**src/rtl/centroid_ctrl_if.sv**
```systemverilog
// ============================================================================
// Module      : centroid_ctrl_if
// Description : Video-in / centroid-out bundle of the centroid engine.
// Revision    : 1.0
// ============================================================================
`default_nettype none

interface centroid_ctrl_if;
  logic        de;
  logic        vsync;
  logic        mask_in;
  logic [10:0] x_center;
  logic [10:0] y_center;
  logic        centroid_valid;
  logic        frame_empty;
  logic        frame_drop;
  logic        busy;

  modport master (
    output de, vsync, mask_in,
    input  x_center, y_center, centroid_valid, frame_empty, frame_drop, busy
  );

  modport slave (
    input  de, vsync, mask_in,
    output x_center, y_center, centroid_valid, frame_empty, frame_drop, busy
  );
endinterface

`default_nettype wire

```
**src/rtl/centroid_ctrl.sv**
```systemverilog
// ============================================================================
// Module      : centroid_ctrl
// Description : Per-frame mask centroid: moment accumulation + shared divider.
// Revision    : 1.0
// ============================================================================
`default_nettype none

module centroid_ctrl #(
  parameter int IMG_W    = 1280,
  parameter int IMG_H    = 720,
  parameter int MIN_AREA = 1
) (
  input  logic           clk,
  input  logic           rst_n,
  centroid_ctrl_if.slave bus
);

  localparam logic [10:0] X_LAST   = 11'(IMG_W - 1);
  localparam logic [9:0]  Y_LAST   = 10'(IMG_H - 1);
  localparam logic [19:0] MIN_AREA_C = 20'(MIN_AREA);

  typedef enum logic [2:0] {
    S_IDLE   = 3'd0,
    S_CHECK  = 3'd1,
    S_DIV_X  = 3'd2,
    S_DIV_Y  = 3'd3,
    S_UPDATE = 3'd4
  } state_t;

  state_t      state_q, state_d;
  logic        vs_q, vs_d;
  logic [10:0] x_pos_q, x_pos_d;
  logic [9:0]  y_pos_q, y_pos_d;
  logic [19:0] m00_q, m00_d, snap_m00_q, snap_m00_d;
  logic [31:0] m10_q, m10_d, snap_m10_q, snap_m10_d;
  logic [31:0] m01_q, m01_d, snap_m01_q, snap_m01_d;
  logic [31:0] dq_q, dq_d, qx_q, qx_d;
  logic [19:0] rem_q, rem_d;
  logic [4:0]  cnt_q, cnt_d;
  logic [10:0] x_center_q, x_center_d, y_center_q, y_center_d;

  logic        fe;
  logic [20:0] m00_sum;
  logic [32:0] m10_sum, m01_sum;
  logic [20:0] rem_sh;
  logic        q_bit;
  logic [19:0] rem_nx;
  logic [31:0] q_nx;

  function automatic logic [10:0] clamp(input logic [31:0] q, input logic [10:0] lim);
    return (q > {21'd0, lim}) ? lim : q[10:0];
  endfunction

  assign fe      = bus.vsync && !vs_q;
  assign m00_sum = {1'b0, m00_q} + 21'd1;
  assign m10_sum = {1'b0, m10_q} + 33'(x_pos_q);
  assign m01_sum = {1'b0, m01_q} + 33'(y_pos_q);

  // One restoring step: the dividend shifts out of dq while quotient bits shift in.
  assign rem_sh = {rem_q, dq_q[31]};
  assign q_bit  = (rem_sh >= {1'b0, snap_m00_q});
  assign rem_nx = q_bit ? (rem_sh[19:0] - snap_m00_q) : rem_sh[19:0];
  assign q_nx   = {dq_q[30:0], q_bit};

  always_comb begin
    state_d    = state_q;
    vs_d       = bus.vsync;
    x_pos_d    = x_pos_q;
    y_pos_d    = y_pos_q;
    m00_d      = m00_q;
    m10_d      = m10_q;
    m01_d      = m01_q;
    snap_m00_d = snap_m00_q;
    snap_m10_d = snap_m10_q;
    snap_m01_d = snap_m01_q;
    dq_d       = dq_q;
    qx_d       = qx_q;
    rem_d      = rem_q;
    cnt_d      = cnt_q;
    x_center_d = x_center_q;
    y_center_d = y_center_q;

    if (bus.vsync) begin
      x_pos_d = '0;
      y_pos_d = '0;
    end else if (bus.de) begin
      if (x_pos_q == X_LAST) begin
        x_pos_d = '0;
        y_pos_d = (y_pos_q == Y_LAST) ? '0 : y_pos_q + 10'd1;
      end else begin
        x_pos_d = x_pos_q + 11'd1;
      end
    end

    if (fe) begin
      if (state_q == S_IDLE) begin
        snap_m00_d = m00_q;
        snap_m10_d = m10_q;
        snap_m01_d = m01_q;
      end
      m00_d = '0;
      m10_d = '0;
      m01_d = '0;
    end else if (bus.de && bus.mask_in && !bus.vsync) begin
      m00_d = m00_sum[20] ? '1 : m00_sum[19:0];
      m10_d = m10_sum[32] ? '1 : m10_sum[31:0];
      m01_d = m01_sum[32] ? '1 : m01_sum[31:0];
    end

    case (state_q)
      S_IDLE: begin
        if (fe) state_d = S_CHECK;
      end
      S_CHECK: begin
        if (snap_m00_q < MIN_AREA_C) begin
          state_d = S_IDLE;
        end else begin
          state_d = S_DIV_X;
          dq_d    = snap_m10_q;
          rem_d   = '0;
          cnt_d   = '0;
        end
      end
      S_DIV_X: begin
        dq_d  = q_nx;
        rem_d = rem_nx;
        cnt_d = cnt_q + 5'd1;
        if (cnt_q == 5'd31) begin
          state_d = S_DIV_Y;
          qx_d    = q_nx;
          dq_d    = snap_m01_q;
          rem_d   = '0;
        end
      end
      S_DIV_Y: begin
        dq_d  = q_nx;
        rem_d = rem_nx;
        cnt_d = cnt_q + 5'd1;
        // Load the outputs on the last step so they change in the UPDATE cycle.
        if (cnt_q == 5'd31) begin
          state_d    = S_UPDATE;
          x_center_d = clamp(qx_q, X_LAST);
          y_center_d = clamp(q_nx, {1'b0, Y_LAST});
        end
      end
      S_UPDATE: state_d = S_IDLE;
      default:  state_d = S_IDLE;
    endcase
  end

  always_ff @(posedge clk or negedge rst_n) begin
    if (!rst_n) begin
      state_q    <= S_IDLE;
      vs_q       <= 1'b0;
      x_pos_q    <= '0;
      y_pos_q    <= '0;
      m00_q      <= '0;
      m10_q      <= '0;
      m01_q      <= '0;
      snap_m00_q <= '0;
      snap_m10_q <= '0;
      snap_m01_q <= '0;
      dq_q       <= '0;
      qx_q       <= '0;
      rem_q      <= '0;
      cnt_q      <= '0;
      x_center_q <= '0;
      y_center_q <= '0;
    end else begin
      state_q    <= state_d;
      vs_q       <= vs_d;
      x_pos_q    <= x_pos_d;
      y_pos_q    <= y_pos_d;
      m00_q      <= m00_d;
      m10_q      <= m10_d;
      m01_q      <= m01_d;
      snap_m00_q <= snap_m00_d;
      snap_m10_q <= snap_m10_d;
      snap_m01_q <= snap_m01_d;
      dq_q       <= dq_d;
      qx_q       <= qx_d;
      rem_q      <= rem_d;
      cnt_q      <= cnt_d;
      x_center_q <= x_center_d;
      y_center_q <= y_center_d;
    end
  end

  assign bus.x_center       = x_center_q;
  assign bus.y_center       = y_center_q;
  assign bus.centroid_valid = (state_q == S_UPDATE);
  assign bus.frame_empty    = (state_q == S_CHECK) && (snap_m00_q < MIN_AREA_C);
  assign bus.frame_drop     = fe && (state_q != S_IDLE);
  assign bus.busy           = (state_q != S_IDLE);

endmodule

`default_nettype wire

```
**src/flat_wrapper.sv**
```systemverilog
// flat-port wrapper written by rule: the top's interface ports become plain ports
module centroid_ctrl_flat 
#(
  parameter int IMG_W    = 1280,
  parameter int IMG_H    = 720,
  parameter int MIN_AREA = 1
)
  (clk, rst_n, bus_de, bus_vsync, bus_mask_in, bus_x_center, bus_y_center, bus_centroid_valid, bus_frame_empty, bus_frame_drop, bus_busy);
  centroid_ctrl_if bus_i ();
  input  logic clk;
  input  logic rst_n;
  input wire logic [$bits(bus_i.de)-1:0] bus_de;
  input wire logic [$bits(bus_i.vsync)-1:0] bus_vsync;
  input wire logic [$bits(bus_i.mask_in)-1:0] bus_mask_in;
  output wire logic [$bits(bus_i.x_center)-1:0] bus_x_center;
  output wire logic [$bits(bus_i.y_center)-1:0] bus_y_center;
  output wire logic [$bits(bus_i.centroid_valid)-1:0] bus_centroid_valid;
  output wire logic [$bits(bus_i.frame_empty)-1:0] bus_frame_empty;
  output wire logic [$bits(bus_i.frame_drop)-1:0] bus_frame_drop;
  output wire logic [$bits(bus_i.busy)-1:0] bus_busy;
  assign bus_i.de = bus_de;
  assign bus_i.vsync = bus_vsync;
  assign bus_i.mask_in = bus_mask_in;
  assign bus_x_center = bus_i.x_center;
  assign bus_y_center = bus_i.y_center;
  assign bus_centroid_valid = bus_i.centroid_valid;
  assign bus_frame_empty = bus_i.frame_empty;
  assign bus_frame_drop = bus_i.frame_drop;
  assign bus_busy = bus_i.busy;
  centroid_ctrl #(.IMG_W(IMG_W), .IMG_H(IMG_H), .MIN_AREA(MIN_AREA)) u_core (.clk(clk), .rst_n(rst_n), .bus(bus_i));
endmodule
```
**config.mk**
```make
export PLATFORM = sky130hd
export DESIGN_NAME = centroid_ctrl_flat
export DESIGN_NICKNAME = d
export VERILOG_FILES = /design/src/rtl/centroid_ctrl_if.sv /design/src/rtl/centroid_ctrl.sv /design/src/flat_wrapper.sv
export SDC_FILE = /design/constraint.sdc
export NUM_CORES = 1
export LEC_CHECK = 0
export ABC_AREA = 1
export BUFFER_PORTS_ARGS = -buffer_cell sky130_fd_sc_hd__buf_2
export CAP_MARGIN = 40
export CORE_ASPECT_RATIO = 0.8
export CORE_MARGIN = 2
export CORE_UTILIZATION = 50
export DETAILED_ROUTE_END_ITERATION = 8
export GPL_TIMING_DRIVEN = 0
export PLACE_DENSITY = 0.66
export SYNTH_ARGS = -nofsm -noshare
export SYNTH_HDL_FRONTEND = slang
export SYNTH_SLANG_ARGS = --single-unit
export TNS_END_PERCENT = 10
```
**constraint.sdc**
```tcl
create_clock -name clk -period 5 [get_ports clk]
set_input_delay 1 -clock clk [delete_from_list [all_inputs] [get_ports clk]]
set_output_delay 1 -clock clk [all_outputs]
set_load 0.005 [all_outputs]
```
==> results of run 1 <==
[where the power goes]
part | total [mW] | internal, mW | switching [mW]
Sequential | 2.78 | 2.64 | 0.137
Combinational | 2.34 | 0.765 | 1.58
Clock | 2.67 | 1.62 | 1.05
Total | 7.79 | 5.02 | 2.77
[cells in the final DEF, fill, tap and decap left out, types with 3 or more instances in the layout]
| master | n |
|---|---|
| nand3_2 | 3 |
| o21ai_0 | 215 |
| nand2_2 | 12 |
| ha_1 | 46 |
| bufinv_16 | 6 |
| o21bai_1 | 6 |
| nor2_1 | 124 |
| a21oi_1 | 70 |
| xnor2_1 | 19 |
| o211ai_1 | 35 |
| or2_2 | 10 |
| o21ai_1 | 59 |
| nor3_1 | 37 |
| inv_2 | 15 |
| buf_4 | 4 |
| buf_6 | 6 |
| a21o_1 | 5 |
| buf_2 | 55 |
| o22ai_1 | 4 |
| clkinv_2 | 7 |
| clkinvlp_4 | 3 |
| mux2_2 | 5 |
| clkbuf_1 | 49 |
| xor2_1 | 38 |
| nand3_1 | 142 |
| nor4_1 | 19 |
| nand4_1 | 34 |
| nand2_1 | 650 |
| inv_1 | 252 |
| fa_1 | 3 |
| clkbuf_8 | 3 |
| nor2_2 | 7 |
| nor3_2 | 4 |
| clkbuf_16 | 34 |
| dfrtp_1 | 304 |
[worst max-delay path by stage]
stage,to,slack [ps]
3_5_place_dp,u_core.m00_q[14]$_DFFE_PN0P_,1470
5_1_grt,u_core.m00_q[17]$_DFFE_PN0P_,1910
3_3_place_gp,u_core.x_pos_q[5]$_DFFE_PN0P_,-2790
4_1_cts,bus_frame_drop,1520
2_1_floorplan,bus_frame_drop,2560
6_report,u_core.m00_q[16]$_DFFE_PN0P_,2020
[critical path, cell delays in order]
cell and delay, ps:
buf_2 120, inv_2 120, nand3_1 370, inv_2 370
nor2_2 200, inv_1 180, buf_2 270, clkbuf_1 590
o21ai_1 120
[final cells by class]
| class | count | area, µm² | share of cell area, % |
|---|---|---|---|
| plain buffers | 81 | 404 | 2.14 |
| inverters | 269 | 1010 | 5.35 |
| well taps | 434 | 543 | 2.87 |
| multi-input cells | 1575 | 7940 | 42.0 |
| clock inverters | 18 | 267 | 1.41 |
| clock buffers | 43 | 915 | 4.84 |
| flip-flops and latches | 304 | 7610 | 40.2 |
| repair buffers | 33 | 223 | 1.18 |
[Yosys cell counts, types with 2 or more instances]
master / count
a21o_1: 5
a21oi_1: 70
a21oi_2: 2
a22o_1: 2
a31oi_1: 2
and3_1: 2
buf_1: 2
buf_2: 26
buf_4: 3
buf_6: 6
clkbuf_1: 43
dfrtp_1: 304
fa_1: 3
ha_1: 46
inv_1: 252
inv_2: 15
mux2_2: 5
nand2_1: 650
nand2_2: 12
nand3_1: 142
nand3_2: 3
nand4_1: 34
nor2_1: 124
nor2_2: 7
nor2_4: 2
nor3_1: 37
nor3_2: 4
nor4_1: 19
o211ai_1: 35
o21ai_0: 215
o21ai_1: 59
o21bai_1: 6
o22ai_1: 4
or2_1: 2
or2_2: 10
xnor2_1: 19
xor2_1: 38
[cell families after synthesis]
family,after synthesis
adder cells (fa/ha/maj),49
multiplexers,5
XOR/XNOR,57
AO/OA/AOI/OAI,409
buffers and inverters,350
flip-flops,304
AND/OR/NAND/NOR,1055
[layer usage]
layer  global-route usage, %  vias up  routed length [µm]
met5                       0        -                   0
met4                    6.20        0                 948
met2                    39.4      482               19600
li1                        -     7391                   -
met3                    3.73       65                3330
met1                    44.1     7251               24200
[state kept, by name (all words and copies together), names as in the netlist, 20 cells and up]
register / cells
u_core.dq_q: 32
u_core.m01_q: 32
u_core.m10_q: 32
u_core.qx_q: 32
u_core.snap_m01_q: 32
u_core.snap_m10_q: 32
u_core.m00_q: 20
u_core.rem_q: 20
u_core.snap_m00_q: 20
[metrics by stage]
stage / hold WS, ps / util (%) / power (mW) / worst slack, ps / setup TNS [ps]
floorplan: 453 / - / 4.48 / 2560 / 0
global placement: 444 / 52.7 / 5.10 / -2790 / -832700
detailed placement: 448 / 52.9 / 5.14 / 1470 / 0
CTS: 466 / 56.4 / 7.82 / 1520 / 0
global route: 492 / 56.5 / 8.26 / 1910 / 0
finish: 452 / 56.5 / 7.79 / 2020 / 0
==> impl_metrics.csv, run 1 <==
group,metric,value,unit
clocking,cts_setup_buffers,0,
layout,design_area,18900,µm²
floorplanning,coreArea,33500,µm²
synth,synth_area_leader_cell,"dfrtp_1",
clocking,cts_max_level,2,
synth,ys_seq_area_share,44.9,%
critical_path,startpoint_type,"input port",
synth,synth-compound-area-share,13.1,%
detailed_routing,drcViolationCount,0,
sta,min_period,2980,ps
global_routing,grt.total_usage,27.6,%
sta,final_hold_viol_count,0,
global_routing,grt_pass1_vias,14168,
synth,synth-async-reset-ratio,100,%
sta,worst_pin_slew,724,ps
synth,yosys-top-cells-area,"dfrtp_1 45%, nand2_1 14%, o21ai_0 6.3%, inv_1 5.6%, nand3_1 4.2%",
sta,finalSetupViolations,0,
placement,dpl_cell_area,17700,µm²
clocking,clock_path_buffers,3,
critical_path,cp_data_arrival_time,3370,ps
pwr,p_leak,9.13,nW
clocking,hold_buffers,0,
layout,final_cells,2757,
floorplanning,ios,31,
detailed_routing,wl_per_cell,17.4,µm
synth,synth_cells,2229,
clocking,clkTransAtPathRegs,60,ps
placement,io_buffers,30,
detailed_routing,wl,48100,µm
synth,synthSimpleGateAreaFrac,26.6,%
detailed_routing,drtIter0Drc,1544,
critical_path,cp_max_fo,10,
placement,dp_hpwl,36300,µm
layout,fill_cells,3196,
worst_hold_path,min_path_type,"in -> async",
critical_path,end_kind,"flip-flop",
synth,synth_fp_nets,2283,
detailed_routing,via_per_inst,5.51,
layout,drive_gt1_share,8.31,%
floorplanning,num_rows,60,
layout,num_antenna_cells,0,
sta,skew,19.7,ps
synth,syn_avg_cell_area,7.61,µm²
synth,synth.area.mux_share,0.332,%
sta,slew_headroom,51.7,%
floorplanning,die_w,210,µm
floorplanning,start_util,50.7,%
sta,rsz0062_at_grt,"false",
synth,yosysWarnings,0,
synth,synth_flop_cell,"dfrtp_1",
critical_path,rr_worst_depth,13,
placement,place.gp.congestion,1.04,
clocking,numCtsBuffers,34,
clocking,clk_latency,540,ps
critical_path,crit_type,"in -> reg",
synth,synth_top_cell_area_share,44.9,%
synth,synth-xor-area-share,2.94,%
floorplanning,die_area,35400,µm²
sta,slew_violations,0,
detailed_routing,vias,15189,
critical_path,timing.rr.start,"u_core.y_pos_q[0]$_DFFE_PN0P_",
layout,layout.nets,2352,
placement,placed_cells,2695,
job,maxCapViolCount,0,
clocking,cts_tree,"done",
synth,ys_types,56,
clocking,clock-sinks,304,
global_routing,grt_antenna_before_repair,0,
floorplanning,die_h,169,µm
global_routing,grt_max_degree,125,
run_status,status,"finished, final reports clean",
layout,synthToLayoutAreaGrowth,11.5,%
clocking,cts.repair.resized,0,
synth,synthAdderAreaFrac,3.75,%
synth,synth_top_family_by_area,"simple AND/OR/NAND/NOR gates",
critical_path,worstPathRequired,5380,ps
pwr,p_per_area,412,nW/µm²
synth,synth-edff-count,0,
sta,fmax,0.335,GHz
synth,ys_seq_elements,304,
synth,syn_area,17000,µm²
detailed_routing,firstDrtPassIters,6,
critical_path,r2r-end,"u_core.m01_q[5]$_DFFE_PN0P_",
detailed_routing,antenna_left,0,
critical_path,worst-r2r-setup-slack,2370,ps
pwr,ir_drop,0.262,mV
global_routing,grt_pass1_wl,77500,µm
clocking,root_buffer,"clkbuf_16",
critical_path,cp-startpoint,"bus_vsync",
sta,post-route-period-util,59.7,%
global_routing,grt-ovfl-total,0,
No activity file was read; power rests on OpenSTA's default activity.
==> inputs of run 2 (changes only) <==
Settings changed: ABC_AREA 1 to 0, PLACE_DENSITY 0.66 to 0.68.
Clock period 5 ns to 2.7 ns, I/O delays scaled along.
==> run 2 against run 1 <==
Net effect:
- total power increased by 100%
- clock skew about the same
- register-to-register slack got worse by 2400 ps
- sequential share of layout area increased by 2.4 points
- count of clock-buffer cells in the layout decreased by 1
- area after synthesis decreased by 8.3%
- largest power group unchanged
- highest routed layer unchanged
==> impl_metrics.csv, run 2 <==
group,metric,value,unit
pwr,power,15.8,mW
pwr,swShare,34.7,%
critical_path,rr_worst_depth,12,
detailed_routing,via_per_inst,6.01,
critical_path,cp_max_fo,6,
sta,min_period,2690,ps
detailed_routing,met3WireLength,2860,µm
critical_path,cpMaxStageDelayCell,"dfrtp_2",
clocking,clkTransAtPathRegs,60,ps
placement,placed_cells,1998,
pwr,p_leak,8.37,nW
job,maxCapViolCount,0,
clocking,hold_buffers,0,
global_routing,grt-ovfl-total,0,
clocking,cts_max_level,1,
pwr,p_comb_share,32.4,%
floorplanning,coreArea,30500,µm²
sta,fmax,0.372,GHz
synth,ys_seq_elements,304,
detailed_routing,vias,12492,
floorplanning,die_w,201,µm
critical_path,crit_type,"reg -> reg",
clocking,numCtsBuffers,31,
sta,finalSetupViolations,0,
layout,num_antenna_cells,0,
pwr,power.switching,5.49,mW
synth,synth_area_leader_cell,"dfrtp_1",
critical_path,cp_data_arrival_time,3110,ps
layout,final_common_cell,"dfrtp_1",
clocking,root_buffer,"clkbuf_16",
sta,fin_ws,11.9,ps
clocking,clock-sinks,304,
placement,pre_cts_slack,-462,ps
floorplanning,start_util,51.1,%
layout,layout_common_cells,"296 x dfrtp_1, 237 x nand2_1, 110 x mux2_2",
floorplanning,num_rows,57,
critical_path,crit_family,"simple AND/OR/NAND/NOR gates",
global_routing,grt_pass1_vias,11786,
sta,slew_violations,0,
pwr,clkPwrFrac,28.2,%
synth,synth_flop_cell,"dfrtp_1",
critical_path,path_depth,12,
synth,synth-edff-count,0,
pwr,ir_drop,0.535,mV
critical_path,cpMostUsedCell,"buf_4",
global_routing,grt_pass1_wl,65900,µm
global_routing,grt_max_degree,115,
detailed_routing,met2_length,17500,µm
critical_path,end_kind,"flip-flop",
detailed_routing,drcViolationCount,0,
global_routing,grt_antenna_before_repair,1,
layout,drive_gt1_share,20.1,%
synth,ys_types,82,
clocking,clk_latency,590,ps
global_routing,grt.total_usage,25.5,%
detailed_routing,drtIter0Drc,991,
layout,synthToLayoutAreaGrowth,14.9,%
synth,yosys-top-cells-area,"dfrtp_1 49%, mux2_2 8.0%, nand2_1 5.7%, ha_1 3.7%, o21ai_0 3.0%",
sta,final_hold_viol_count,0,
synth,syn_area,15500,µm²
synth,syn_avg_cell_area,10.0,µm²
pwr,p_per_area,886,nW/µm²
detailed_routing,drt-met1-wl,20100,µm
critical_path,path_buf_inv,3,
worst_hold_path,min_path_type,"in -> async",
synth,yosysWarnings,0,
layout,design_area,17900,µm²
sta,rsz0062_at_grt,"true",
layout,final_cells,2078,
sta,worst_pin_slew,883,ps
clocking,cts_tree,"done",
floorplanning,die_h,162,µm
floorplanning,die_area,32500,µm²
detailed_routing,wl,41500,µm
layout,layout.nets,1694,
critical_path,worstPathRequired,3120,ps
synth,synth_top_cell_area_share,48.9,%
critical_path,crit_path_cell_trace,"ha_1, o21a_1, or3_1, o21ai_2, a211oi_2, buf_4, nor2_4, nor4b_4, buf_4, buf_4, nor4bb_1, nor3_1",
detailed_routing,wl_per_cell,20.0,µm
synth,synth-async-reset-ratio,100,%
placement,dpl_cell_area,16300,µm²
placement,io_buffers,29,
run_status,status,"finished, final reports clean",
detailed_routing,highest_layer,"met4",
pwr,p_int,10.3,mW
sta,post-route-period-util,99.6,%
clocking,clock_path_buffers,3,
synth,synth_most_common_cell,"dfrtp_1",
critical_path,slowest_delay,450,ps
critical_path,startpoint_type,"flip-flop",
pwr,seqPwrFrac,39.4,%
synth,synth_common_cells,"304 x dfrtp_1, 238 x nand2_1, 110 x mux2_2, 93 x o21ai_0, 82 x nor2_1",
floorplanning,ios,31,
sta,skew,20.0,ps
synth,synth_cells,1553,
placement,place.gp.congestion,0.968,
placement,dp_hpwl,29800,µm
detailed_routing,antenna_left,0,
sta,slew_headroom,41.2,%
synth,synth_fp_nets,1607,
detailed_routing,firstDrtPassIters,7,
synth,ys_seq_area_share,48.9,%
## run 2: cell count changes in the layout (fill, tap and decap cells not counted), sizes merged, moves of 95 or more
cell   previous run  this run
mux2              5       110
nand2           663       238
nand3           146        51
inv             269        53
o21ai           276        98
## run 2: stage by stage
| stage | setup TNS (ps) | util, % | hold WS [ps] |
|---|---|---|---|
| 2_1_floorplan | 0 | - | 244 |
| 3_3_place_gp | -1447190 | 53.3 | 462 |
| 3_5_place_dp | -22360 | 53.5 | 473 |
| 4_1_cts | -529 | 57.5 | 68.1 |
| 5_1_grt | -889 | 58.7 | 103 |
| 6_report | 0 | 58.7 | 36.2 |
## run 2: power groups by stage
stage / sequential, mW / combinational (mW) / clock [mW]
after global placement: 6.21 / 4.41 / 0
after floorplan: 5.91 / 3.54 / 0
final: 6.23 / 5.13 / 4.47
after CTS: 6.17 / 4.63 / 4.53
after detailed placement: 6.25 / 4.55 / 0
after global routing: 6.31 / 5.67 / 4.74
## run 2: cells by family after synthesis
family | synth area share, %
AO/OA/AOI/OAI | 14.9
XOR/XNOR | 2.20
adder cells (fa/ha/maj) | 4.09
buffers and inverters | 3.07
flip-flops | 48.9
multiplexers | 9.13
AND/OR/NAND/NOR | 17.7
## run 2: layout make-up
| class | instances | area (µm²) |
|---|---|---|
| fill | 2578 | 12600 |
| multi-input combinational | 1128 | 7790 |
| sequential | 304 | 7620 |
| clock buffer | 42 | 897 |
| tap | 413 | 517 |
| timing repair buffer | 55 | 392 |
| buffer | 68 | 297 |
| inverter | 52 | 196 |
| clock inverter | 16 | 168 |
## run 2: worst paths after layout
check	from	to	slack, ps
worst max-delay path	u_core.x_pos_q[5]$_DFFE_PN0P_	u_core.m10_q[31]$_DFFE_PN0P_	10
worst min-delay path	rst_n	u_core.rem_q[13]$_DFFE_PN0P_	40
worst max register to register	u_core.x_pos_q[5]$_DFFE_PN0P_	u_core.m10_q[31]$_DFFE_PN0P_	10
worst min register to register	u_core.snap_m10_q[18]$_DFFE_PN0P_	u_core.snap_m10_q[18]$_DFFE_PN0P_	480
max in group asynchronous	rst_n	u_core.x_pos_q[5]$_DFFE_PN0P_	1550
min in group clk	bus_vsync	u_core.vs_q$_DFF_PN0_	110
## run 2: worst reg2reg max path, stage by stage, from the launching register on
cell and delay [ps]:
dfrtp_2 450, ha_1 330, o21a_1 200, or3_1 320
o21ai_2 80, a211oi_2 60, buf_4 170, nor2_4 220
nor4b_4 70, buf_4 170, buf_4 130, nor4bb_1 270
nor3_1 70
## run 2: timing repair
| action | in CTS | in global routing |
|---|---|---|
| pin swaps | 7 | 23 |
| gates resized for setup | 21 | 78 |
| setup buffers | 11 | 12 |
| setup endpoints to repair | 105 | 132 |
## run 2: per-layer routing
| metal | vias up | global-route usage, % |
|---|---|---|
| li1 | 5832 | - |
| met1 | 6232 | 39.2 |
| met2 | 362 | 36.6 |
| met3 | 66 | 5.14 |
| met4 | 0 | 6.90 |
| met5 | - | 0 |
==> inputs of run 3 (changes only) <==
Settings changed: CORE_MARGIN 2 to 8.
==> run 3 against run 2 <==
Net effect:
- the flow now finishes with violations (setup timing)
- clock skew is 3.6 ps lower
- final cell count decreased by 0.29%
- die area is 14% higher
- global-route usage is 3.3 points lower
- final area down 0.13%
- sequential share of layout area barely moved
- critical endpoint is now u_core.rem_q[16]$_DFFE_PN0P_
- highest routed layer unchanged
==> impl_metrics.csv, run 3 (same netlist as run 2, synthesis figures left out) <==
group,metric,value,unit
placement,place.gp.congestion,0.951,
global_routing,grt.total_usage,22.2,%
critical_path,crit_family,"compound AO/OA/AOI/OAI gates",
detailed_routing,wl,41700,µm
pwr,ir_drop,0.594,mV
sta,fmax,0.370,GHz
layout,fill_cells,2593,
pwr,clkPwrFrac,27.8,%
critical_path,cp_data_arrival_time,3160,ps
clocking,clk_latency,580,ps
placement,placed_cells,1999,
floorplanning,die_area,37000,µm²
sta,worst_pin_slew,818,ps
critical_path,worst-r2r-setup-slack,-1,ps
layout,synthToLayoutAreaGrowth,14.8,%
detailed_routing,drtIter0Drc,1236,
sta,slew_violations,0,
worst_hold_path,worstHoldEndpoint,"u_core.vs_q$_DFF_PN0_",
critical_path,r2r-end,"u_core.rem_q[16]$_DFFE_PN0P_",
pwr,seqPwrFrac,39.8,%
clocking,cts_max_level,1,
detailed_routing,via_per_inst,6.03,
critical_path,crit_path_cell_trace,"inv_1, ha_2, a21oi_2, o21bai_1, a221o_1, o21bai_2, a2111oi_4, buf_4, nor2_2, xnor2_1, o21ai_1",
clocking,numCtsBuffers,30,
critical_path,slowest_delay,410,ps
sta,min_period,2700,ps
detailed_routing,drcViolationCount,0,
critical_path,worstPathRequired,3160,ps
sta,hold-worst-slack,119,ps
clocking,root_buffer,"clkbuf_16",
layout,layout.nets,1693,
global_routing,grt_max_degree,90,
global_routing,grt_pass1_wl,66300,µm
sta,setup_tns,-1.33,ps
global_routing,grt_antenna_before_repair,0,
detailed_routing,wl_per_cell,20.1,µm
worst_hold_path,hp-start,"bus_vsync",
clocking,cts_tree,"done",
layout,final_common_cell,"dfrtp_1",
detailed_routing,antenna_left,0,
critical_path,path_buf_inv,2,
run_status,status,"finished, violations left",
global_routing,grt-ovfl-total,0,
sta,skew,16.4,ps
critical_path,cp_max_fo,5,
sta,slew_headroom,45.4,%
critical_path,timing.rr.start,"u_core.snap_m00_q[10]$_DFFE_PN0P_",
placement,dp_hpwl,30000,µm
pwr,p_int,10.2,mW
floorplanning,die_h,174,µm
critical_path,rr_worst_depth,11,
layout,final_cells,2072,
clocking,clock-sinks,304,
worst_hold_path,min_path_type,"in -> reg",
sta,finalSetupViolations,1,
worst_hold_path,min_path_cells,1,
run_status,violations,"setup timing",
layout,ff_latch_area,7610,µm²
floorplanning,die_w,213,µm
global_routing,grt_pass1_vias,11886,
job,maxCapViolCount,0,
placement,io_buffers,29,
layout,multi_input_area,7790,µm²
layout,layout_common_cells,"299 x dfrtp_1, 238 x nand2_1, 110 x mux2_2",
detailed_routing,vias,12488,
sta,post-route-period-util,100,%
layout,fin_util,58.5,%
floorplanning,ios,31,
sta,rsz0062_at_grt,"true",
pwr,p_per_area,877,nW/µm²
pwr,p_comb_share,32.4,%
floorplanning,coreArea,30500,µm²
layout,num_antenna_cells,0,
critical_path,crit_type,"reg -> reg",
clocking,clkTransAtPathRegs,60,ps
floorplanning,num_rows,57,
sta,fin_ws,-1.33,ps
pwr,power.switching,5.42,mW
clocking,clock_path_buffers,3,
sta,final_hold_viol_count,0,
critical_path,startpoint_type,"flip-flop",
layout,drive_gt1_share,18.8,%
detailed_routing,firstDrtPassIters,7,
critical_path,end_kind,"flip-flop",
pwr,swShare,34.6,%
pwr,p_leak,8.36,nW
floorplanning,start_util,50.9,%
critical_path,cpMaxStageDelayCell,"dfrtp_1",
-- run 3: power by group through the flow --
stage,clock (mW),sequential (mW),combinational (mW)
2_1_floorplan,0,5.91,3.54
3_3_place_gp,0,6.21,4.40
3_5_place_dp,0,6.25,4.58
4_1_cts,4.43,6.17,4.64
5_1_grt,4.61,6.31,5.64
6_report,4.36,6.23,5.07
-- run 3: worst max-delay path by stage --
stage	startpoint	end	cells after the start
CTS	u_core.dq_q[31]$_DFFE_PN0P_	u_core.rem_q[18]$_DFFE_PN0P_	12
detailed placement	u_core.x_pos_q[0]$_DFFE_PN0P_	u_core.m10_q[16]$_DFFE_PN0P_	11
finish	u_core.snap_m00_q[10]$_DFFE_PN0P_	u_core.rem_q[16]$_DFFE_PN0P_	11
floorplan	u_core.x_pos_q[0]$_DFFE_PN0P_	u_core.m10_q[25]$_DFFE_PN0P_	11
global placement	rst_n	u_core.x_pos_q[5]$_DFFE_PN0P_	1
global route	u_core.snap_m00_q[0]$_DFFE_PN0P_	u_core.rem_q[16]$_DFFE_PN0P_	12
-- run 3: cell type report --
cell class	instances	area share (%)
multi-input combinational	1128	43.6
sequential	304	42.7
clock buffer	39	4.68
tap	413	2.90
timing repair buffer	55	2.34
buffer	68	1.67
inverter	52	1.10
clock inverter	13	1.02
-- run 3: per-stage QoR --
stage          power, mW  instance area (µm²)  setup slack, ps
2_1_floorplan       9.45                15600             68.0
3_3_place_gp        10.6                16200            -4660
5_1_grt             16.6                17800             -105
4_1_cts             15.2                17500            -63.4
3_5_place_dp        10.8                16300             -510
6_report            15.7                17800            -1.33
-- run 3: what timing repair did --
item,CTS,global route
pin swaps,8,27
setup buffers,9,11
hold buffers,1,0
endpoints found under the hold margin,60,0
gates resized for setup,24,64
endpoints found under the setup margin,107,123
gates cloned,0,1
-- run 3: layer usage --
layer  track usage (%)  vias up  routed length [µm]
li1                  -     5838                   -
met1              33.4     6177               19900
met2              31.7      409               17500
met3              5.08       64                3360
met4              5.28        0                 898
met5                 0        -                   0
